<file path="src/rtl/fft_pkg.sv">
// Shared constants for the radix-2 butterfly datapath: default widths, mode encodings
// and the rounding/saturation parameters used by the pipeline stages.
package fft_pkg;

  localparam int DEF_WIDTH    = 16;
  localparam int DEF_TW_WIDTH = 16;

  typedef enum logic {
    MODE_DIF = 1'b0,
    MODE_DIT = 1'b1
  } mode_e;

  // Sums/differences carry two guard bits so nothing wraps before saturation.
  localparam int SUM_GUARD   = 2;
  localparam int SCALE_RND   = 1;
  localparam int SCALE_SHIFT = 1;

  // Twiddles are Q1.(tw-1): product is shifted back by tw-1, rounding at bit tw-2.
  function automatic int prod_shift(input int tw_width);
    return tw_width - 1;
  endfunction

  function automatic int prod_rnd_pos(input int tw_width);
    return tw_width - 2;
  endfunction

endpackage

</file>
<file path="src/rtl/cmult_pipe.sv">
// One-cycle complex multiplier with round-half-up back to the data scale.
// Holds its output register while en is low.
module cmult_pipe
  import fft_pkg::*;
#(
  parameter int IW = 18,
  parameter int TW = 16,
  parameter int OW = 20
) (
  input  logic                 clk,
  input  logic                 rst_n,
  input  logic                 en,
  input  logic signed [IW-1:0] x_r,
  input  logic signed [IW-1:0] x_i,
  input  logic signed [TW-1:0] w_r,
  input  logic signed [TW-1:0] w_i,
  output logic signed [OW-1:0] p_r,
  output logic signed [OW-1:0] p_i
);

  localparam int PW = IW + TW + 1;
  localparam logic signed [PW-1:0] RND = PW'(1) <<< prod_rnd_pos(TW);

  logic signed [PW-1:0] full_r, full_i;
  logic signed [OW-1:0] p_r_d, p_r_q, p_i_d, p_i_q;

  always_comb begin
    full_r = PW'(x_r) * PW'(w_r) - PW'(x_i) * PW'(w_i);
    full_i = PW'(x_r) * PW'(w_i) + PW'(x_i) * PW'(w_r);
    p_r_d  = p_r_q;
    p_i_d  = p_i_q;
    if (en) begin
      p_r_d = OW'((full_r + RND) >>> prod_shift(TW));
      p_i_d = OW'((full_i + RND) >>> prod_shift(TW));
    end
  end

  always_ff @(posedge clk or negedge rst_n) begin
    if (!rst_n) begin
      p_r_q <= '0;
      p_i_q <= '0;
    end else begin
      p_r_q <= p_r_d;
      p_i_q <= p_i_d;
    end
  end

  assign p_r = p_r_q;
  assign p_i = p_i_q;

endmodule

</file>
<file path="src/rtl/pipe_butterfly.sv">
// Three-stage radix-2 DIF/DIT butterfly with valid/ready handshake, optional halving,
// output saturation and a sticky overflow flag.
module pipe_butterfly
  import fft_pkg::*;
#(
  parameter int WIDTH    = DEF_WIDTH,
  parameter int TW_WIDTH = DEF_TW_WIDTH
) (
  input  logic                       clk,
  input  logic                       rst_n,
  input  logic                       in_valid,
  output logic                       in_ready,
  input  logic                       mode,
  input  logic                       scale_en,
  input  logic signed [WIDTH-1:0]    a_r,
  input  logic signed [WIDTH-1:0]    a_i,
  input  logic signed [WIDTH-1:0]    b_r,
  input  logic signed [WIDTH-1:0]    b_i,
  input  logic signed [TW_WIDTH-1:0] w_r,
  input  logic signed [TW_WIDTH-1:0] w_i,
  output logic                       out_valid,
  input  logic                       out_ready,
  output logic signed [WIDTH-1:0]    y0_r,
  output logic signed [WIDTH-1:0]    y0_i,
  output logic signed [WIDTH-1:0]    y1_r,
  output logic signed [WIDTH-1:0]    y1_i,
  output logic                       ovf,
  input  logic                       ovf_clr
);

  localparam int W2 = WIDTH + SUM_GUARD;
  localparam int WP = W2 + 2;
  localparam int SW = WP + 1;
  localparam logic signed [SW-1:0] SAT_MAX = {{(SW-WIDTH+1){1'b0}}, {(WIDTH-1){1'b1}}};
  localparam logic signed [SW-1:0] SAT_MIN = {{(SW-WIDTH+1){1'b1}}, {(WIDTH-1){1'b0}}};

  logic en;
  logic v1_d, v1_q, v2_d, v2_q, sc1_d, sc1_q, sc2_d, sc2_q;
  mode_e mode1_d, mode1_q, mode2_d, mode2_q;
  logic signed [W2-1:0] x0r1_d, x0r1_q, x0i1_d, x0i1_q, mr1_d, mr1_q, mi1_d, mi1_q;
  logic signed [W2-1:0] x0r2_d, x0r2_q, x0i2_d, x0i2_q;
  logic signed [TW_WIDTH-1:0] wr1_d, wr1_q, wi1_d, wi1_q;
  logic signed [WP-1:0] p_r, p_i;
  logic signed [SW-1:0] s0r, s0i, s1r, s1i;
  logic out_valid_d, out_valid_q, ovf_d, ovf_q, sat_any;
  logic signed [WIDTH-1:0] y0r_d, y0r_q, y0i_d, y0i_q, y1r_d, y1r_q, y1i_d, y1i_q;

  function automatic logic signed [SW-1:0] scl(input logic signed [SW-1:0] v, input logic s);
    return s ? (v + SW'(SCALE_RND)) >>> SCALE_SHIFT : v;
  endfunction

  function automatic logic is_sat(input logic signed [SW-1:0] v);
    return (v > SAT_MAX) || (v < SAT_MIN);
  endfunction

  function automatic logic signed [WIDTH-1:0] sat(input logic signed [SW-1:0] v);
    if (v > SAT_MAX) return SAT_MAX[WIDTH-1:0];
    if (v < SAT_MIN) return SAT_MIN[WIDTH-1:0];
    return v[WIDTH-1:0];
  endfunction

  assign en       = !out_valid_q || out_ready;
  assign in_ready = en;

  cmult_pipe #(.IW(W2), .TW(TW_WIDTH), .OW(WP)) u_cmult (
    .clk(clk), .rst_n(rst_n), .en(en),
    .x_r(mr1_q), .x_i(mi1_q), .w_r(wr1_q), .w_i(wi1_q),
    .p_r(p_r), .p_i(p_i)
  );

  // S3 pre-saturation results; DIF already has y0 in x0 and y1 in p.
  always_comb begin
    s0r = SW'(x0r2_q);
    s0i = SW'(x0i2_q);
    s1r = SW'(p_r);
    s1i = SW'(p_i);
    if (mode2_q == MODE_DIT) begin
      s0r = SW'(x0r2_q) + SW'(p_r);
      s0i = SW'(x0i2_q) + SW'(p_i);
      s1r = SW'(x0r2_q) - SW'(p_r);
      s1i = SW'(x0i2_q) - SW'(p_i);
    end
    s0r = scl(s0r, sc2_q);
    s0i = scl(s0i, sc2_q);
    s1r = scl(s1r, sc2_q);
    s1i = scl(s1i, sc2_q);
    sat_any = is_sat(s0r) || is_sat(s0i) || is_sat(s1r) || is_sat(s1i);
  end

  always_comb begin
    v1_d = v1_q;  mode1_d = mode1_q;  sc1_d = sc1_q;
    x0r1_d = x0r1_q;  x0i1_d = x0i1_q;  mr1_d = mr1_q;  mi1_d = mi1_q;
    wr1_d = wr1_q;  wi1_d = wi1_q;
    v2_d = v2_q;  mode2_d = mode2_q;  sc2_d = sc2_q;  x0r2_d = x0r2_q;  x0i2_d = x0i2_q;
    out_valid_d = out_valid_q;
    y0r_d = y0r_q;  y0i_d = y0i_q;  y1r_d = y1r_q;  y1i_d = y1i_q;
    if (en) begin
      v1_d    = in_valid;
      mode1_d = mode_e'(mode);
      sc1_d   = scale_en;
      wr1_d   = w_r;
      wi1_d   = w_i;
      if (mode_e'(mode) == MODE_DIT) begin
        x0r1_d = W2'(a_r);  x0i1_d = W2'(a_i);
        mr1_d  = W2'(b_r);  mi1_d  = W2'(b_i);
      end else begin
        x0r1_d = W2'(a_r) + W2'(b_r);  x0i1_d = W2'(a_i) + W2'(b_i);
        mr1_d  = W2'(a_r) - W2'(b_r);  mi1_d  = W2'(a_i) - W2'(b_i);
      end
      v2_d = v1_q;  mode2_d = mode1_q;  sc2_d = sc1_q;  x0r2_d = x0r1_q;  x0i2_d = x0i1_q;
      out_valid_d = v2_q;
      if (v2_q) begin
        y0r_d = sat(s0r);  y0i_d = sat(s0i);  y1r_d = sat(s1r);  y1i_d = sat(s1i);
      end
    end
    ovf_d = (ovf_q && !ovf_clr) || (en && v2_q && sat_any);
  end

  always_ff @(posedge clk or negedge rst_n) begin
    if (!rst_n) begin
      v1_q <= 1'b0;  mode1_q <= MODE_DIF;  sc1_q <= 1'b0;
      x0r1_q <= '0;  x0i1_q <= '0;  mr1_q <= '0;  mi1_q <= '0;  wr1_q <= '0;  wi1_q <= '0;
      v2_q <= 1'b0;  mode2_q <= MODE_DIF;  sc2_q <= 1'b0;  x0r2_q <= '0;  x0i2_q <= '0;
      out_valid_q <= 1'b0;  ovf_q <= 1'b0;
      y0r_q <= '0;  y0i_q <= '0;  y1r_q <= '0;  y1i_q <= '0;
    end else begin
      v1_q <= v1_d;  mode1_q <= mode1_d;  sc1_q <= sc1_d;
      x0r1_q <= x0r1_d;  x0i1_q <= x0i1_d;  mr1_q <= mr1_d;  mi1_q <= mi1_d;
      wr1_q <= wr1_d;  wi1_q <= wi1_d;
      v2_q <= v2_d;  mode2_q <= mode2_d;  sc2_q <= sc2_d;  x0r2_q <= x0r2_d;  x0i2_q <= x0i2_d;
      out_valid_q <= out_valid_d;  ovf_q <= ovf_d;
      y0r_q <= y0r_d;  y0i_q <= y0i_d;  y1r_q <= y1r_d;  y1i_q <= y1i_d;
    end
  end

  assign out_valid = out_valid_q;
  assign ovf       = ovf_q;
  assign y0_r      = y0r_q;
  assign y0_i      = y0i_q;
  assign y1_r      = y1r_q;
  assign y1_i      = y1i_q;

endmodule

</file>
<file path="config.mk">
export PLATFORM = sky130hd
export DESIGN_NAME = pipe_butterfly
export DESIGN_NICKNAME = d
export VERILOG_FILES = /design/src/rtl/fft_pkg.sv /design/src/rtl/cmult_pipe.sv /design/src/rtl/pipe_butterfly.sv
export SDC_FILE = /design/constraint.sdc
export NUM_CORES = 2
export LEC_CHECK = 0
export CORE_UTILIZATION = 35
export DETAILED_ROUTE_END_ITERATION = 10
export SYNTH_ARGS = -nofsm -noshare
export SYNTH_HDL_FRONTEND = slang
export SYNTH_SLANG_ARGS = --single-unit
</file>
<file path="constraint.sdc">
create_clock -name clk -period 15.3 [get_ports clk]
set_input_delay 1.53 -clock clk [delete_from_list [all_inputs] [get_ports clk]]
set_output_delay 1.53 -clock clk [all_outputs]
set_load 0.02 [all_outputs]
</file>
==> impl_results.md <==
- Routed wl met2: 92.5 mm
- Largest net degree at the start of global routing: 167
- Mapped Avg Cell Area: 8.49 sq um
- Initial antenna violation count: 9
- Hold Path Class: flop to flop
- Clock H-tree levels: 2
- Critical Path Source Type: flop
- Setup crit end kind: flop
- Critical path destination: u_cmult.p_r[17]
- CP max-delay cell: dfrtp_1
- Rel. slew slack: 0.251
- Drt pass-1 iters: 6
- Largest family of logic cells by synthesized area: adder cells
- Syn Nets: 9526
- Area Growth Syn to Fin: 8.22%
- Final setup vio count: 0
- Post-Synth Simple-Gate Area: 0.181
- Post-route ant nets: 0
- Vias in the first global route: 54600
- # rows: 158
- Post-Synth XOR/XNOR Area: 0.0313
- Setup TNS: 0 ps
- R2R setup slack: 5320 ps
- Period utilisation layout: 0.653
- Setup bufs post-CTS: 0
- DP HPWL: 151 mm
- Top FF cell, synth: dfrtp_1
- CTS hold repair buffers: 0
- Most frequent cells in the layout: inv_1 (1462), fa_1 (1132), nand2_1 (1009)
- CP max FO: 35
- Clock Sinks: 246
- Post-synthesis sequential area ratio: 0.0945
- Post-synthesis mux area share: 0.00699
- Port Buffers: 169
- I/O pin count: 170
- Post-layout min period: 9980 ps
- Post-synth EDFFs: 0
- Top sig layer: met5
- CP arrival: 10470 ps
- Initial Utilization: 0.352
- Final wirelength: 191 mm
- Crit Path Category: flop to flop
- Die ar.: 188000 sq um
- Final hold violation count: 0
- Post-synth ARST share: 1.00
- Commonest non-fill, non-tap cell in the layout: inv_1
- Critical Path Source: wi1_q[4]
- Cell mode on critical path: fa_1
- Clock transition at path regs: 60 ps
- DRT iter0 DRCs: 3007
- Worst r2r src: wi1_q[4]
- Die span in x: 434 um
- R2r endpoint: u_cmult.p_r[17]
- # DRC: 0
- R2R cell count: 29
- Critical Path Max Stage Delay: 1080 ps
- RSZ-0062 raised after global routing: no
- Worst Skew: 45.8 ps
- Post-Syn Instances: 7673
- GP Congestion: 0.909
- Height of the die: 434 um
- Yosys Warn Count: 0
- Post-cts gate resize count: 0
- Fillers: 18900
- Max cap viols: 0
- Final Slew Violations: 0
- Root buffer cell: clkbuf_16
- Layout cells sized above 1: 0.0341
- Met3 wire len: 10.2 mm
- First-pass GRT wire length: 305 mm
- CORE AREA: 185000 sq um
- CTS tree: built
- GRT Util Overall: 0.207
- Post-synthesis compound-gate area fraction: 0.113
- GRT overflow: 0
- Average via count per standard cell: 5.14
- # nets final: 9448
- Synth Area in Adders: 0.466
- Mapped cell area: 65200 sq um
- Clk_lat worst skew: 650 ps
- Clk buf depth: 3
- Outcome: finished, final reports clean
- FF+latch count, synth: 246
- CTS buffer count: 37
- Vias: 51900
- Setup slack after layout: 5320 ps
- Count of cell types in the netlist: 107
- Avg WL per Cell: 18.9 um
- Peak Freq: 0.100 GHz
- Worst EP required: 15790 ps
- M1 WL: 81.3 mm
- Setup WS pre-CTS: 5370 ps
- Slew @ Worst Pin: 1120 ps
-- worst min path at each step --
stage | startpoint | to | slack [ps] | cells past startpoint
after detailed placement | wi1_q[5] | wi1_q[5] | 460 | 2
after global placement | x0r1_q[7] | x0r1_q[7] | 450 | 2
final | wi1_q[5] | wi1_q[5] | 470 | 2
after CTS | x0r1_q[14] | x0r2_q[14] | 470 | 2
after floorplan | mode1_q | mode1_q | 440 | 2
after global routing | x0r1_q[7] | x0r2_q[7] | 490 | 2
-- area by class of cell --
type	count	area, sq um	share of cell area
Timing Repair Buffer	250	2330	0.0330
Inverter	1469	5520	0.0783
Tap cell	2480	3100	0.0440
Clock inverter	27	344	0.00488
Multi-Input combinational cell	5591	52100	0.738
Sequential cell	246	6180	0.0876
Antenna cell	3	7.51	0.000106
Clock buffer	41	981	0.0139
-- per-stage QoR --
stage                     instance area, sq um  hold WS (ps)  instances  utilization
final                                    70500           467      10100        0.381
after floorplan                          65200           439       7673            -
after global placement                   69200           454      10000        0.374
after detailed placement                 69200           460      10000        0.374
after global routing                     70500           492      10100        0.381
after CTS                                70500           472      10100        0.381
-- critical path: cells and delay by family, from the launching register on --
family / cells / cell delay [ps]
adders and majority gates: 9 / 3800
AOI/OAI and AO/OA: 9 / 3310
DFF: 1 / 1080
and+or+nand+nor: 6 / 870
xor gates and xnor gates: 2 / 380
muxes: 1 / 260
buffers and inverters: 2 / 130
-- routing by layer --
metal | up-vias | GRT usage
met4 | 4 | 0.0735
met2 | 1294 | 0.353
li1 | 24000 | -
met3 | 276 | 0.0284
met5 | - | 0
met1 | 26400 | 0.266
-- flip-flops by register name, indices dropped and copies added, names as in the netlist --
register     cells
u_cmult.p_i     20
u_cmult.p_r     20
mi1_q           17
mr1_q           17
x0i1_q          17
x0i2_q          17
x0r1_q          17
x0r2_q          17
wi1_q           16
wr1_q           16
y0_i            16
y0_r            16
y1_i            16
y1_r            16
mode1_q          1
mode2_q          1
out_valid        1
ovf              1
sc1_q            1
sc2_q            1
v1_q             1
v2_q             1
-- kinds of logic after synthesis --
kind of cell	count (synthesis)
and+or+nand+nor	2450
buffers and inverters	1836
adders and majority gates	1750
AOI/OAI and AO/OA	1116
DFF	246
xor gates and xnor gates	233
muxes	42
-- cell usage after synthesis (10+ instances only) --
master | n | area share
o31ai_1 | 32 | 0.0037
buf_2 | 35 | 0.0027
o311ai_0 | 13 | 0.0017
or3_1 | 39 | 0.0037
nand3b_1 | 12 | 0.0014
nor4_1 | 18 | 0.0017
nand2b_1 | 64 | 0.0061
or2_2 | 12 | 0.0012
o21a_1 | 44 | 0.0051
ha_1 | 618 | 0.12
o211ai_1 | 23 | 0.0026
a21boi_0 | 17 | 0.0020
mux2_2 | 24 | 0.0041
o21ai_0 | 217 | 0.017
a21o_1 | 68 | 0.0078
and2_1 | 513 | 0.049
xor2_1 | 53 | 0.0071
o22a_1 | 21 | 0.0028
nand4_1 | 24 | 0.0023
nand2_1 | 1009 | 0.058
a2111oi_0 | 10 | 0.0013
xnor2_1 | 180 | 0.024
a211o_1 | 20 | 0.0027
fa_1 | 1132 | 0.35
nor2_1 | 385 | 0.022
clkbuf_1 | 315 | 0.018
nor3_1 | 105 | 0.0081
a32o_1 | 15 | 0.0023
o21bai_1 | 35 | 0.0040
a211oi_1 | 46 | 0.0053
and3_1 | 56 | 0.0054
a21oi_1 | 337 | 0.026
mux2i_1 | 17 | 0.0026
nor2b_1 | 54 | 0.0052
a31oi_1 | 64 | 0.0061
dfrtp_1 | 246 | 0.094
a31o_2 | 11 | 0.0015
nand3_1 | 105 | 0.0081
buf_1 | 11 | 0.00063
inv_1 | 1463 | 0.084
Power is not shown: default switching activity piles up to over one toggle a cycle in this logic, so the estimate is an artifact.
